## config.mk

```make
export PLATFORM = sky130hd
export DESIGN_NAME = gr_bin_arb_flat
export DESIGN_NICKNAME = d
export VERILOG_FILES = /design/src/rtl/gr_bin_pkg.sv /design/src/rtl/gr_bin_arb_if.sv /design/src/rtl/gr_bin.sv /design/src/rtl/gr_bin_arb.sv /design/src/flat_wrapper.sv
export SDC_FILE = /design/constraint.sdc
export NUM_CORES = 1
export LEC_CHECK = 0
export BUFFER_PORTS_ARGS = -buffer_cell sky130_fd_sc_hd__buf_2
export CAP_MARGIN = 20
export CORE_MARGIN = 1.5
export CORE_UTILIZATION = 37
export DETAILED_ROUTE_END_ITERATION = 7
export GPL_TIMING_DRIVEN = 0
export PLACE_DENSITY = 0.72
export SLEW_MARGIN = 20
export SYNTH_ARGS = -nofsm -noshare
export SYNTH_HDL_FRONTEND = slang
export SYNTH_SLANG_ARGS = --single-unit
```

## constraint.sdc

```tcl
create_clock -name clk -period 2.84 [get_ports clk]
set_input_delay 0.284 -clock clk [delete_from_list [all_inputs] [get_ports clk]]
set_output_delay 0.284 -clock clk [all_outputs]
set_load 0.005 [all_outputs]
```

## src/rtl/gr_bin_pkg.sv

```systemverilog
// Shared types and default sizing for the Gray-to-binary arbiter slice.
package gr_bin_pkg;

  typedef enum logic [0:0] {
    ST_EMPTY,
    ST_FULL
  } gb_state_e;

  localparam int GB_N_REQ = 4;
  localparam int GB_W     = 8;

endpackage

```

## src/rtl/gr_bin_arb_if.sv

```systemverilog
// Requester/consumer handshake bundle for gr_bin_arb; slave is the arbiter side.
interface gr_bin_arb_if
  import gr_bin_pkg::*;
#(
  parameter int N_REQ = GB_N_REQ,
  parameter int W     = GB_W
);
  localparam int ID_W = $clog2(N_REQ);

  logic [N_REQ-1:0]   req_valid;
  logic [N_REQ*W-1:0] req_data;
  logic [N_REQ-1:0]   req_ready;
  logic               out_valid;
  logic [W-1:0]       out_data;
  logic [ID_W-1:0]    out_id;
  logic               out_ready;
  logic               busy;

  modport slave (
    input  req_valid, req_data, out_ready,
    output req_ready, out_valid, out_data, out_id, busy
  );

  modport master (
    output req_valid, req_data, out_ready,
    input  req_ready, out_valid, out_data, out_id, busy
  );

endinterface

```

## src/rtl/gr_bin.sv

```systemverilog
// Combinational Gray-to-binary converter: each binary bit is the XOR of all Gray bits at or above it.
module gr_bin #(
  parameter int W = 8
) (
  input  logic [W-1:0] gray,
  output logic [W-1:0] bin
);

  logic acc;

  always_comb begin
    bin = '0;
    acc = 1'b0;
    for (int i = W - 1; i >= 0; i--) begin
      acc    = acc ^ gray[i];
      bin[i] = acc;
    end
  end

endmodule

```

## src/rtl/gr_bin_arb.sv

```systemverilog
// Round-robin arbiter sharing one gr_bin converter among N_REQ requesters,
// with a one-entry tagged output register.
module gr_bin_arb
  import gr_bin_pkg::*;
#(
  parameter int N_REQ = GB_N_REQ,
  parameter int W     = GB_W,
  parameter int ID_W  = $clog2(N_REQ)
) (
  input  logic         clk,
  input  logic         rst_n,
  gr_bin_arb_if.slave  bus
);

  gb_state_e       state;
  logic [ID_W-1:0] rr_ptr;
  logic            valid_q;
  logic [W-1:0]    data_q;
  logic [ID_W-1:0] id_q;

  logic            found;
  logic [ID_W-1:0] gnt;
  logic            slot_free;
  logic            accept;
  logic [W-1:0]    gray_sel;
  logic [W-1:0]    bin_sel;
  logic [N_REQ-1:0] ready;

  function automatic logic [ID_W-1:0] wrap_idx(input int s);
    return (s >= N_REQ) ? ID_W'(s - N_REQ) : ID_W'(s);
  endfunction

  // Rotate so that rr_ptr sits at bit 0, then take the lowest set bit.
  function automatic logic [ID_W:0] rr_pick(input logic [N_REQ-1:0] valid,
                                            input logic [ID_W-1:0]  ptr);
    logic [N_REQ-1:0] rot;
    logic [ID_W:0]    res;
    for (int k = 0; k < N_REQ; k++) rot[k] = valid[wrap_idx(int'(ptr) + k)];
    res = '0;
    for (int k = 0; k < N_REQ; k++) begin
      if (rot[k] && !res[ID_W]) res = {1'b1, wrap_idx(int'(ptr) + k)};
    end
    return res;
  endfunction

  function automatic logic [ID_W-1:0] next_ptr(input logic [ID_W-1:0] g);
    return (int'(g) == N_REQ - 1) ? '0 : g + 1'b1;
  endfunction

  assign {found, gnt} = rr_pick(bus.req_valid, rr_ptr);
  assign slot_free    = (state == ST_EMPTY) || bus.out_ready;
  assign accept       = rst_n && found && slot_free;
  assign gray_sel     = bus.req_data[int'(gnt) * W +: W];

  always_comb begin
    ready = '0;
    if (accept) ready[gnt] = 1'b1;
  end

  gr_bin #(.W(W)) u_conv (
    .gray (gray_sel),
    .bin  (bin_sel)
  );

  always_ff @(posedge clk) begin
    if (!rst_n) begin
      state   <= ST_EMPTY;
      valid_q <= 1'b0;
      data_q  <= '0;
      id_q    <= '0;
      rr_ptr  <= '0;
    end else begin
      case (state)
        ST_EMPTY: begin
          if (accept) begin
            state   <= ST_FULL;
            valid_q <= 1'b1;
            data_q  <= bin_sel;
            id_q    <= gnt;
            rr_ptr  <= next_ptr(gnt);
          end
        end
        ST_FULL: begin
          // Drain and refill in the same cycle keeps the slot full with no bubble.
          if (accept) begin
            data_q <= bin_sel;
            id_q   <= gnt;
            rr_ptr <= next_ptr(gnt);
          end else if (bus.out_ready) begin
            state   <= ST_EMPTY;
            valid_q <= 1'b0;
          end
        end
        default: begin
          state   <= ST_EMPTY;
          valid_q <= 1'b0;
        end
      endcase
    end
  end

  assign bus.req_ready = ready;
  assign bus.out_valid = valid_q;
  assign bus.out_data  = data_q;
  assign bus.out_id    = id_q;
  assign bus.busy      = valid_q;

endmodule

```

## src/flat_wrapper.sv

```systemverilog
// flat-port wrapper written by rule: the top's interface ports become plain ports
module gr_bin_arb_flat import gr_bin_pkg::*;
#(
  parameter int N_REQ = GB_N_REQ,
  parameter int W     = GB_W,
  parameter int ID_W  = $clog2(N_REQ)
)
  (clk, rst_n, bus_req_valid, bus_req_data, bus_out_ready, bus_req_ready, bus_out_valid, bus_out_data, bus_out_id, bus_busy);
  gr_bin_arb_if #(.N_REQ(N_REQ), .W(W)) bus_i ();
  input  logic clk;
  input  logic rst_n;
  input wire logic [$bits(bus_i.req_valid)-1:0] bus_req_valid;
  input wire logic [$bits(bus_i.req_data)-1:0] bus_req_data;
  input wire logic [$bits(bus_i.out_ready)-1:0] bus_out_ready;
  output wire logic [$bits(bus_i.req_ready)-1:0] bus_req_ready;
  output wire logic [$bits(bus_i.out_valid)-1:0] bus_out_valid;
  output wire logic [$bits(bus_i.out_data)-1:0] bus_out_data;
  output wire logic [$bits(bus_i.out_id)-1:0] bus_out_id;
  output wire logic [$bits(bus_i.busy)-1:0] bus_busy;
  assign bus_i.req_valid = bus_req_valid;
  assign bus_i.req_data = bus_req_data;
  assign bus_i.out_ready = bus_out_ready;
  assign bus_req_ready = bus_i.req_ready;
  assign bus_out_valid = bus_i.out_valid;
  assign bus_out_data = bus_i.out_data;
  assign bus_out_id = bus_i.out_id;
  assign bus_busy = bus_i.busy;
  gr_bin_arb #(.N_REQ(N_REQ), .W(W), .ID_W(ID_W)) u_core (.clk(clk), .rst_n(rst_n), .bus(bus_i));
endmodule
```

# ---- Word-level counts from Yosys, hierarchy flattened
# Cells that the tools add are included.
dict set report totals {
  register_bits 14
  in_bits 39
  word_cells 78
}
dict set report classes {
  n_addsub 8
  order_cmp 10
  eq_ne 4
  n_shift 1
  muxes 31
  bitwise_logic 8
  n_reduce_logical 11
}
# cell count
set ops {}
lappend ops {{$shiftx A32 B6 Y8} 1}
lappend ops {{$lt A2 B3 Y1 const B} 5}
lappend ops {{$mux W2} 7}
lappend ops {{$mux W3} 4}
lappend ops {{$mux W1} 11}
lappend ops {{$ge A3 B3 Y1 const B} 3}
lappend ops {{$bmux W1 S2} 4}
lappend ops {{$mux W8} 1}
lappend ops {{$sub A2 B1 Y2 const B} 4}
lappend ops {{$xor A1 B1 Y1} 7}
lappend ops {{$add A2 B2 Y3 const B} 2}
lappend ops {{$logic_and A1 B1 Y1} 6}
lappend ops {{$mux W4} 1}
lappend ops {{$ne A2 B2 Y1 const B} 2}
lappend ops {{$pmux W1 S2} 2}
lappend ops {{$add A2 B1 Y3 const B} 1}
lappend ops {{$ge A2 B3 Y1 const B} 1}
lappend ops {{$logic_not A1 Y1} 3}
lappend ops {{$reduce_and A3 Y1} 1}
lappend ops {{$add A2 B1 Y2 const B} 1}
lappend ops {{$demux W1 S2} 1}
lappend ops {{$eq A2 B1 Y1 const B} 1}
lappend ops {{$ge A2 B1 Y1 const B} 1}
lappend ops {{$ne A2 B1 Y1 const B} 1}
lappend ops {{other kinds (2)} 2}

# ---- Longest topological paths before layout
# Gate-level depths: netlist of run 1.
dict set report depth {
  word_depth 23
  ltp_mapped 11
}

# ---- By module
# A second synthesis of run 1 with hierarchy kept.
dict set report hier_totals {
  cells_unflattened 127
  hier_area_um2 1138.6
}
# module n_inst cells_per_inst area_each_um2
set modules_own_cells {}
lappend modules_own_cells {gr_bin_arb 1 113 1006.0}
lappend modules_own_cells {gr_bin 1 14 132.6}

# ---- Worst setup path after synthesis of run 1
# OpenSTA, ideal clock, no wires.
dict set report synth_path {
  path_type {input to register}
  startpoint {input bus_req_valid[0]}
  endpoint {register u_core.data_q[1] (netlist: u_core.bus.out_data[1])}
  setup_ns 0.126
  t_arrival_ns 1.999
  setup_slack_ns 0.716
  stages 10
  n_path_buf 1
  path_cell_list {nor2b_1 -> a21oi_1 -> o22ai_1 -> a21oi_1 -> buf_6 -> mux2_2 -> xnor2_2 -> xor2_1 -> xnor2_1 -> o21ai_1}
}
dict set report synth_via {
  elab_chain_len 20
}
# element line_no
set synth_rtl {}
lappend synth_rtl {{start: declaration} flat_wrapper.sv:12} ;# input wire logic [$bits(bus_i.req_valid)-1:0] bus_req_valid;
lappend synth_rtl {{$bmux W1 S2} gr_bin_arb.sv:38} ;# for (int k = 0; k < N_REQ; k++) rot[k] = valid[wrap_idx(int'(ptr) + k)];
lappend synth_rtl {{$mux W1 (not written as such)} gr_bin_arb.sv:38}
lappend synth_rtl {{$mux W3} gr_bin_arb.sv:41} ;# if (rot[k] && !res[ID_W]) res = {1'b1, wrap_idx(int'(ptr) + k)};
lappend synth_rtl {{$logic_not A1 Y1} gr_bin_arb.sv:41}
lappend synth_rtl {{$logic_and A1 B1 Y1} gr_bin_arb.sv:41}
lappend synth_rtl {{$mux W3} gr_bin_arb.sv:41}
lappend synth_rtl {{$logic_not A1 Y1} gr_bin_arb.sv:41}
lappend synth_rtl {{$logic_and A1 B1 Y1} gr_bin_arb.sv:41}
lappend synth_rtl {{$mux W3} gr_bin_arb.sv:41}
lappend synth_rtl {{$logic_not A1 Y1} gr_bin_arb.sv:41}
lappend synth_rtl {{$logic_and A1 B1 Y1} gr_bin_arb.sv:41}
lappend synth_rtl {{$mux W3 (*)} gr_bin_arb.sv:41}
lappend synth_rtl {{named net u_core.gnt[0]} gr_bin_arb.sv:22} ;# logic [ID_W-1:0] gnt;
lappend synth_rtl {{$shiftx A32 B6 Y8 (*)} gr_bin_arb.sv:53} ;# assign gray_sel = bus.req_data[int'(gnt) * W +: W];
lappend synth_rtl {{$xor A1 B1 Y1 (5 in series)} gr_bin.sv:15} ;# acc = acc ^ gray[i];
lappend synth_rtl {{$xor A1 B1 Y1 (*)} gr_bin.sv:15}
lappend synth_rtl {{$mux W8 (*)} {gr_bin_arb.sv:75, gr_bin_arb.sv:85}}
lappend synth_rtl {{end signal: assignment} gr_bin_arb.sv:78} ;# data_q <= bin_sel;
lappend synth_rtl {{end signal: assignment} gr_bin_arb.sv:86} ;# data_q <= bin_sel;
lappend synth_rtl {{end: declaration} gr_bin_arb.sv:18} ;# logic [W-1:0] data_q;
# The timed path passes the listed nets; every way through them passes the cells marked *. The select of a mux whose other input is x is not followed.
# A chain may end at the register's enable or synchronous reset.

# ---- Final worst setup path of run 1
dict set report layout_path {
  startpoint {register u_core.rr_ptr[0]}
  endpoint {register u_core.data_q[1] (netlist: u_core.bus.out_data[1])}
}
dict set report layout_via {
  elab_chain_len 22
}
# element line_no
set layout_rtl {}
lappend layout_rtl {{start: declaration} gr_bin_arb.sv:16} ;# logic [ID_W-1:0] rr_ptr;
lappend layout_rtl {{start signal: assignment} gr_bin_arb.sv:80} ;# rr_ptr <= next_ptr(gnt);
lappend layout_rtl {{start signal: assignment} gr_bin_arb.sv:88} ;# rr_ptr <= next_ptr(gnt);
lappend layout_rtl {{parallel branches: the longest is 13 deep, another holds $add A2 B1 Y3} -}
lappend layout_rtl {{$mux W3 (*)} gr_bin_arb.sv:41}
lappend layout_rtl {{named net u_core.gnt[0]} gr_bin_arb.sv:22}
lappend layout_rtl {{$shiftx A32 B6 Y8 (*)} gr_bin_arb.sv:53}
lappend layout_rtl {{$xor A1 B1 Y1 (5 in series)} gr_bin.sv:15}
lappend layout_rtl {{$xor A1 B1 Y1 (*)} gr_bin.sv:15}
lappend layout_rtl {{$mux W8 (*)} {gr_bin_arb.sv:75, gr_bin_arb.sv:85}}
# Mark *: on every way through the listed nets, which the timed path passes. The select of a mux whose other input is x is not followed.

==> results of run 1 <==
## metal layers
layer / vias up / share of wire [%]
li1: 525 / -
met1: 469 / 41
met2: 37 / 52
met3: 2 / 5.8
met4: 0 / 0.87
met5: - / 0
## registers in the layout (all words and copies together) (netlist names)
| signal | cells |
|---|---|
| u_core.bus.out_data | 8 |
| u_core.bus.out_id | 2 |
| u_core.rr_ptr | 2 |
| u_core.bus.busy | 1 |
| u_core.state | 1 |
## metrics by stage
stage | hold WS (ns) | cell area (um^2)
3_5_place_dp | 0.4520 | 1388
2_1_floorplan | 0.4224 | 1079
5_1_grt | 0.3056 | 1424
4_1_cts | 0.3081 | 1424
3_3_place_gp | 0.4515 | 1388
6_report | 0.3114 | 1424
## kinds of logic after synthesis
group | Yosys count | share of synthesized area [%]
simple gates | 27 | 13.11
mux | 24 | 23.09
compound gates | 21 | 11.60
xor+xnor | 14 | 13.46
flops | 14 | 25.99
buf+inv | 13 | 8.120
fa+ha+maj | 4 | 4.641
## power groups by stage
stage	Sequential [mW]	Combinational, mW	Clock, mW
global placement	0.291	0.617	0
global route	0.295	0.702	0.154
floorplan	0.291	0.487	0
CTS	0.289	0.650	0.144
detailed placement	0.292	0.648	0
finish	0.290	0.643	0.143
## critical path: cells and delay by family, from the launching register on
kind / cells / cell delay, ns
AO/OA/AOI/OAI: 4 / 0.60
XOR/XNOR: 3 / 0.58
buffers and inverters: 1 / 0.23
flip-flops: 1 / 0.38
multiplexers: 1 / 0.39
AND/OR/NAND/NOR: 1 / 0.09
## Yosys cell counts, drive strengths merged
cell type  number
o22a            1
clkbuf          4
o21ai          10
inv             5
xnor2          12
mux2            4
mux2i          20
nand2b          1
a21o            1
xor2            2
ha              4
nor2            2
nand2           4
buf             4
and2            4
or4             1
nor2b           1
a21oi           4
o211a           1
nor4            1
dfxtp          14
nand3          12
a21boi          2
o22ai           2
and3            1
## how the worst max path moves through the flow
stage	endpoint	slack, ns	from	cells past startpoint
after floorplan	u_core.bus.out_data[1]	0.72	bus_req_valid[0]	10
after global placement	u_core.bus.out_data[0]	0.41	bus_req_valid[0]	11
after detailed placement	u_core.bus.out_data[1]	0.34	bus_req_valid[0]	11
after CTS	u_core.bus.out_data[1]	0.44	u_core.rr_ptr[0]	10
after global routing	u_core.bus.out_data[1]	0.31	u_core.rr_ptr[0]	10
final	u_core.bus.out_data[1]	0.44	u_core.rr_ptr[0]	10
## final cells by class
cell class	instances	area, um^2	area share (%)
sequential	14	280.3	19.68
tap	31	38.79	2.724
clock buffer	4	36.28	2.548
multi-input combinational	90	710.7	49.91
timing repair buffer	54	270.3	18.98
buffer	8	68.82	4.833
inverter	5	18.77	1.318
==> results.yml, run 1 <==
setup_path:
  critPathMaxStageDelay_ns: 0.39
  r2r.worst_path.cells: 10
  slowest_stage: "mux2_2"
  worstSetupStartpointType: "flip-flop"
  r2r_slack_ns: 0.44
  timing.setup.critical_path_class: "reg2reg"
  critical_path.most_common_cell: "a21oi_1"
  cells_along_the_critical_path: "nor2b_1 -> a21oi_1 -> o22ai_1 -> a21oi_1 -> buf_6 -> mux2_2 -> xnor2_2 -> xor2_1 -> xnor2_1 -> o21ai_1"
  critPathMaxFanout: 11
  critical_path_arrival_ns: 2.56
  critical_path.reg2reg.startpoint: "u_core.rr_ptr[0]"
  r2r-end: "u_core.bus.out_data[1]"
  required_ns: 3.00
  timing.critical_path.to_type: "flip-flop"
grt:
  grt_max_degree: 12
  top_usage_layer: "met2"
  globalRoute.totalOverflow: 0
  grt_util_met2_pct: 27.91
  first_global_vias: 973
  use_met1_pct: 17.23
  first_pass_grt_wire_length_um: 3939
  grt_util_met3_pct: 1.587
  grt_antenna_before_repair: 0
  track_usage_pct: 15.22
routing:
  detailedRoute.firstPassIterationCount: 4
  vias: 1033
  route.detailed.drc: 0
  route.final.wire_length_um: 2416
  drt-initial-drc-count: 16
  post_drt_via_cell_ratio: 5.015
  avgRoutedWirePerCell_um: 11.73
  postRouteAntennaNets: 0
sta:
  rsz0062_at_grt: "false"
  setup_viol_count_final: 0
  finalMaxSlewViolations: 0
  highest_clock_rate_mhz: 416.9
  final_worst_path_cycle_share_pct: 84.45
  finalClockSkew_ns: 0.004131
  setup_tns_ns: 0
  period_needed_ns: 2.398
  fin_ws_ns: 0.4416
  relSlewSlack_pct: 69.27
  finalHoldViolations: 0
  worst_slew_pin_slew_ns: 0.4567
pwr:
  irDropWorstVdd_uv: 475.5
  power.clock.fraction_pct: 13.3
  power.density_nw_per_um2: 756.0
  comb_power_share_pct: 59.8
  switching_fraction_pct: 37.69
  switching_power_mw: 0.4057
  power.static_leakage_nw: 0.7114
  p_seq_share_pct: 26.9
  internal-power_mw: 0.6708
  power.total_mw: 1.077
logic_synthesis:
  synth_largest_type_area_fraction_pct: 25.99
  synth.ff_latch_count: 14
  post_synthesis_sequential_area_ratio_pct: 25.99
  synth_cells: 117
  cell_area_after_synthesis_um2: 1079
  post-synth-top-area-cell: "dfxtp_1"
  synth.top_cells.by_area: "dfxtp_1 (26%), mux2i_1 (19%), xnor2_1 (7.3%)"
  yosys_warnings: 0
  synth.avg_cell_area_um2: 9.218
  synth_fp_nets: 160
  synth.lib_cells_used.distinct: 31
placed_design:
  post-place-ws_ns: 0.3411
  gp_congestion: 0.6768
  port_buffers: 54
  place.detailed.hpwl_um: 1970
  placedCellCount: 202
cts:
  post-cts-setup-buffer-count: 0
  max-clock-path-buffers: 2
  cts-resized-gates: 0
  clock_latency_ns: 0.28
  cts_num_sinks: 14
  cts_h_tree_depth: 1
  cts-hold-fix-buffers: 0
  cts-root-buf: "clkbuf_4"
  cts_buf_count: 3
  tritoncts: "done"
  cts.reportedPaths.clkPinSlew_ns: 0.09
floorplan:
  boundaryPins: 55
  fp-row-count: 19
  initial_core_util_pct: 39.11
  design.core.area_um2: 2758
  floorplan.die_area_um2: 3248
  die_width_um: 56.99
  die-height_um: 56.99
hold_path:
  min-delay-path-class: "in2reg"
  worst_hold_startpoint: "rst_n"
  worstHoldPathCells: 2
  holdPathEnd: "u_core.bus.out_id[0]"
status:
  run_status: "finished, final reports clean"
cells_and_area:
  layout.cells.most_common_list: "buf_2 (54), mux2i_1 (20), dfxtp_1 (14)"
  final_cell_count_without_fillers: 206
  final_core_utilization_pct: 51.63
  layout.cells.most_common: "buf_2"
  final_layout_size_suffix_gt1_share_pct: 40.57
  layout.nets: 219
  layout-area-overhead-vs-synth_pct: 32.02
  layout.filler_cells: 260
  num_antenna_cells: 0
run:
  max_capacitance_violation_total: 0
Note: power is estimated with default switching activity, not from simulation.
==> run 2: changes to the inputs <==
- PLACE_DENSITY: 0.72 -> 0.75
- clock period: 2.84 -> 2 ns (I/O delays scaled with it)
==> results.yml, run 2 (synthesis gave the netlist of run 1 again) <==
status:
  run_status: "finished, violations left"
  failing_checks: "setup timing"
routing:
  route.detailed.drc: 0
  postRouteAntennaNets: 0
  drt-initial-drc-count: 10
  post_drt_via_cell_ratio: 5.104
  route.final.wire_length_um: 2651
  detailedRoute.firstPassIterationCount: 4
  vias: 1082
  avgRoutedWirePerCell_um: 12.50
placed_design:
  port_buffers: 54
  place.detailed.hpwl_um: 1994
  placedCellCount: 202
  gp_congestion: 0.7138
sta:
  final_worst_path_cycle_share_pct: 112.1
  highest_clock_rate_mhz: 446.1
  finalHoldViolations: 0
  rsz0062_at_grt: "true"
  relSlewSlack_pct: 69.36
  period_needed_ns: 2.242
  finalMaxSlewViolations: 0
  setup_viol_count_final: 8
  fin_ws_ns: -0.2418
  finalClockSkew_ns: 0.004157
  worst_slew_pin_slew_ns: 0.4554
  setup_tns_ns: -0.9960
setup_path:
  r2r-end: "u_core.bus.out_data[3]"
  critPathMaxFanout: 11
  r2r_slack_ns: -0.24
  critPathMaxStageDelay_ns: 0.36
  source_of_the_critical_timing_path: "u_core.rr_ptr[1]"
  cells_along_the_critical_path: "a21o_1 -> a21oi_1 -> o22a_2 -> buf_8 -> buf_12 -> mux2i_1 -> mux2i_1 -> xnor2_2 -> xnor2_2 -> buf_6 -> xnor2_1 -> o21ai_1"
  r2r.worst_path.cells: 12
  cp_num_buf_inv: 3
  timing.critical_path.to_type: "flip-flop"
  critical_path_arrival_ns: 2.40
  required_ns: 2.16
  critical-path-top-delay-family: "compound AO/OA/AOI/OAI gates"
  worstSetupStartpointType: "flip-flop"
  timing.setup.critical_path_class: "reg2reg"
  slowest_stage: "dfxtp_2"
  critical_path.reg2reg.startpoint: "u_core.rr_ptr[1]"
floorplan:
  boundaryPins: 55
  die_width_um: 56.99
  fp-row-count: 19
  die-height_um: 56.99
  initial_core_util_pct: 39.11
  floorplan.die_area_um2: 3248
  design.core.area_um2: 2758
pwr:
  p_seq_share_pct: 22.7
  switching_power_mw: 0.6763
  power.static_leakage_nw: 0.7756
  power.density_nw_per_um2: 1164
  power.total_mw: 1.833
  internal-power_mw: 1.157
  comb_power_share_pct: 65.9
  irDropWorstVdd_uv: 806.5
  switching_fraction_pct: 36.89
  power.clock.fraction_pct: 11.4
cts:
  cts_num_sinks: 14
  tritoncts: "done"
  cts-root-buf: "clkbuf_4"
  max-clock-path-buffers: 2
  cts.reportedPaths.clkPinSlew_ns: 0.09
  cts_buf_count: 3
  clock_latency_ns: 0.28
  cts_h_tree_depth: 1
grt:
  track_usage_pct: 16.27
  grt_antenna_before_repair: 0
  first_global_vias: 1021
  globalRoute.totalOverflow: 0
  first_pass_grt_wire_length_um: 4202
  grt_max_degree: 12
run:
  max_capacitance_violation_total: 0
hold_path:
  min-delay-path-class: "in2reg"
  worst_hold_startpoint: "rst_n"
  worstHoldPathCells: 2
  holdPathEnd: "u_core.state"
cells_and_area:
  number_of_flip_flops_under_the_largest_register_name: 8
  final_layout_size_suffix_gt1_share_pct: 49.72
  layout.cells.most_common_list: "buf_2 (54), mux2i_1 (15), nand3_1 (12), dfxtp_1 (12), o21ai_0 (7)"
  layout.cells.most_common: "buf_2"
  final_core_utilization_pct: 57.12
  layout.filler_cells: 242
  num_antenna_cells: 0
  ff_latch_area_um2: 285.3
  layout-area-overhead-vs-synth_pct: 46.06
  layout.nets: 225
  footprint_of_the_multi_input_gates_um2: 808.3
  final_cell_count_without_fillers: 212
run 2: worst max path at each step:
stage,slack (ns),cells past startpoint,end
2_1_floorplan,-0.07,11,u_core.bus.out_data[0]
3_3_place_gp,-0.21,12,u_core.bus.out_data[0]
3_5_place_dp,-0.29,11,u_core.bus.out_data[1]
4_1_cts,-0.22,12,u_core.bus.out_data[1]
5_1_grt,-0.34,12,u_core.bus.out_data[3]
6_report,-0.24,12,u_core.bus.out_data[3]
run 2: what timing repair did:
item	4_1_cts	5_1_grt
buffers inserted	6	0
hold buffers	0	0
pin swaps	3	4
endpoints found under the setup margin	8	10
gates resized for setup	6	12
run 2: metal layers:
metal  track usage, %  share of wire [%]
met1            18.26                 38
met2            30.05                 54
met3            2.041                6.1
met4            7.973                1.5
met5                0                  0
run 2: worst register-to-register path, stage by stage, from the launching register on:
cell     delay (ns)
dfxtp_2        0.36
a21o_1         0.16
a21oi_1        0.12
o22a_2         0.16
buf_8          0.15
buf_12         0.15
mux2i_1        0.18
mux2i_1        0.12
xnor2_2        0.16
xnor2_2        0.15
buf_6          0.14
xnor2_1        0.19
o21ai_1        0.09
run 2: per-stage QoR:
stage               hold slack, ns  cell area (um^2)  setup slack [ns]
floorplan                   0.3384              1091          -0.06964
global placement            0.4511              1400           -0.2111
detailed placement          0.4642              1400           -0.2882
CTS                         0.2220              1515           -0.2215
global route                0.2306              1575           -0.3380
finish                      0.2215              1575           -0.2418
run 2: cell type report:
| cell class | instances | share of cell area, % |
|---|---|---|
| Multi-Input combinational cell | 90 | 51.31 |
| Inverter | 5 | 1.191 |
| Tap cell | 31 | 2.462 |
| Sequential cell | 14 | 18.11 |
| Clock buffer | 4 | 2.303 |
| Buffer | 8 | 4.369 |
| Timing Repair Buffer | 60 | 20.25 |
run 2: power groups by stage:
stage                     combinational (mW)  clock (mW)  sequential [mW]
after floorplan                        0.705           0            0.416
after global placement                 0.885           0            0.416
after detailed placement               0.926           0            0.421
after CTS                               1.08       0.209            0.416
after global routing                    1.30       0.220            0.423
final                                   1.21       0.209            0.416
==> run 3: changes to the inputs <==
- CELL_PAD_IN_SITES_DETAIL_PLACEMENT: not set -> 1
- CELL_PAD_IN_SITES_GLOBAL_PLACEMENT: not set -> 2
- CORE_UTILIZATION: 37 -> 22
- PLACE_DENSITY: 0.75 -> 0.79
==> results.yml, run 3 (synthesis gave the netlist of run 1 again) <==
sta:
  highest_clock_rate_mhz: 453.0
  final_worst_path_cycle_share_pct: 110.4
  finalClockSkew_ns: 0.002908
  rsz0062_at_grt: "true"
  period_needed_ns: 2.207
  fin_ws_ns: -0.2075
  worst_slew_pin_slew_ns: 0.4577
  finalHoldViolations: 0
  setup_viol_count_final: 9
  relSlewSlack_pct: 69.20
  setup_tns_ns: -1.275
  finalMaxSlewViolations: 0
cts:
  cts.reportedPaths.clkPinSlew_ns: 0.06
  cts_h_tree_depth: 1
  cts-hold-fix-buffers: 0
  clock_latency_ns: 0.24
  cts_num_sinks: 14
  tritoncts: "done"
  cts_buf_count: 3
  max-clock-path-buffers: 2
  cts-root-buf: "clkbuf_8"
routing:
  vias: 1091
  detailedRoute.firstPassIterationCount: 5
  postRouteAntennaNets: 0
  drt-initial-drc-count: 32
  avgRoutedWirePerCell_um: 11.68
  route.final.wire_length_um: 3014
  post_drt_via_cell_ratio: 4.229
  route.detailed.drc: 0
pwr:
  switching_fraction_pct: 35.33
  comb_power_share_pct: 68.5
  power.density_nw_per_um2: 1128
  p_seq_share_pct: 20.4
  power.static_leakage_nw: 0.8523
  power.total_mw: 2.039
  internal-power_mw: 1.318
  switching_power_mw: 0.7202
  irDropWorstVdd_uv: 314.2
  power.clock.fraction_pct: 11.2
setup_path:
  required_ns: 2.12
  cells_along_the_critical_path: "a21o_1 -> a21oi_2 -> o22a_2 -> buf_8 -> clkbuf_16 -> mux2i_1 -> mux2_4 -> xnor2_4 -> xor2_2 -> xnor2_2 -> o21ai_1"
  slowest_stage: "dfxtp_4"
  worstSetupStartpointType: "flip-flop"
  timing.setup.critical_path_class: "reg2reg"
  critPathMaxStageDelay_ns: 0.35
  critPathMaxFanout: 6
  critical_path_arrival_ns: 2.33
  timing.critical_path.to_type: "flip-flop"
status:
  run_status: "finished, violations left"
  failing_checks: "setup timing"
cells_and_area:
  layout.cells.most_common: "buf_2"
  final_layout_size_suffix_gt1_share_pct: 57.07
  num_antenna_cells: 0
  layout.nets: 236
  layout.cells.most_common_list: "buf_2 (54), mux2i_1 (14), buf_4 (14)"
  layout-area-overhead-vs-synth_pct: 67.63
  number_of_flip_flops_under_the_largest_register_name: 8
placed_design:
  port_buffers: 54
  place.detailed.hpwl_um: 2126
  gp_congestion: 0.6858
run:
  max_capacitance_violation_total: 0
grt:
  globalRoute.totalOverflow: 0
  first_global_vias: 1037
  grt_max_degree: 12
  track_usage_pct: 10.52
  grt_antenna_before_repair: 0
  first_pass_grt_wire_length_um: 4512
hold_path:
  min-delay-path-class: "in2reg"
floorplan:
  die_width_um: 73.02
  initial_core_util_pct: 22.83
  design.core.area_um2: 4723
  fp-row-count: 25
  die-height_um: 73.02
  floorplan.die_area_um2: 5331
  boundaryPins: 55
==> run 3: cell count changes in the layout (fill, tap and decap cells not counted), sizes merged <==
cell | before | now
buf | 64 | 74
==> run 3: layer usage <==
metal / routed length (um) / global-route usage, % / vias up
li1: - / - / 557
met1: 1353 / 13.62 / 495
met2: 1497 / 18.69 / 36
met3: 150 / 1.381 / 3
met4: 13 / 1.887 / 0
met5: 0 / 0 / -
==> run 3: power by group through the flow <==
| stage | sequential, mW | clock, mW | combinational (mW) |
|---|---|---|---|
| CTS | 0.414 | 0.228 | 1.31 |
| global placement | 0.423 | 0 | 0.918 |
| detailed placement | 0.423 | 0 | 0.932 |
| finish | 0.416 | 0.227 | 1.40 |
| floorplan | 0.416 | 0 | 0.705 |
| global route | 0.424 | 0.247 | 1.51 |
==> run 3: per-stage QoR <==
step,cells,instance area [um^2],hold WS (ns),worst slack (ns),utilization (%)
after global placement,238,1445,0.4509,-0.2982,30.60
after CTS,253,1709,0.2562,-0.2274,36.19
after detailed placement,238,1445,0.4588,-0.3033,30.60
after global routing,258,1808,0.2677,-0.3230,38.28
final,258,1808,0.2539,-0.2075,38.28
after floorplan,117,1091,0.3384,-0.06964,-
==> run 3: layout make-up <==
type / count / area [um^2]
tap: 67 / 83.83
fill: 555 / 2915
inverter: 5 / 21.27
sequential: 14 / 285.3
timing repair buffer: 71 / 451.7
buffer: 8 / 68.82
clock buffer: 3 / 41.29
multi-input combinational: 90 / 855.8
==> run 3: final timing paths <==
path                                from                      to  slack [ns]  depth (start not counted)
setup / recovery        u_core.rr_ptr[1]  u_core.bus.out_data[1]       -0.21                         11
hold / removal                     rst_n  u_core.bus.out_data[0]        0.25                          3
setup reg to reg        u_core.rr_ptr[1]  u_core.bus.out_data[1]       -0.21                         11
hold reg to reg   u_core.bus.out_data[1]  u_core.bus.out_data[1]        0.46                          2
==> run 3: critical path: cells and delay by family (launching register included) <==
| family | cells | cell delay [ns] |
|---|---|---|
| DFF | 1 | 0.35 |
| muxes | 2 | 0.38 |
| xor gates and xnor gates | 3 | 0.53 |
| AOI/OAI and AO/OA | 4 | 0.54 |
| buffers and inverters | 2 | 0.30 |
==> run 3: repair_timing <==
action	4_1_cts	5_1_grt
gates resized for setup	22	10
pin swaps	6	7
cloned	1	1
endpoints found under the setup margin	8	10
buffers inserted	11	5
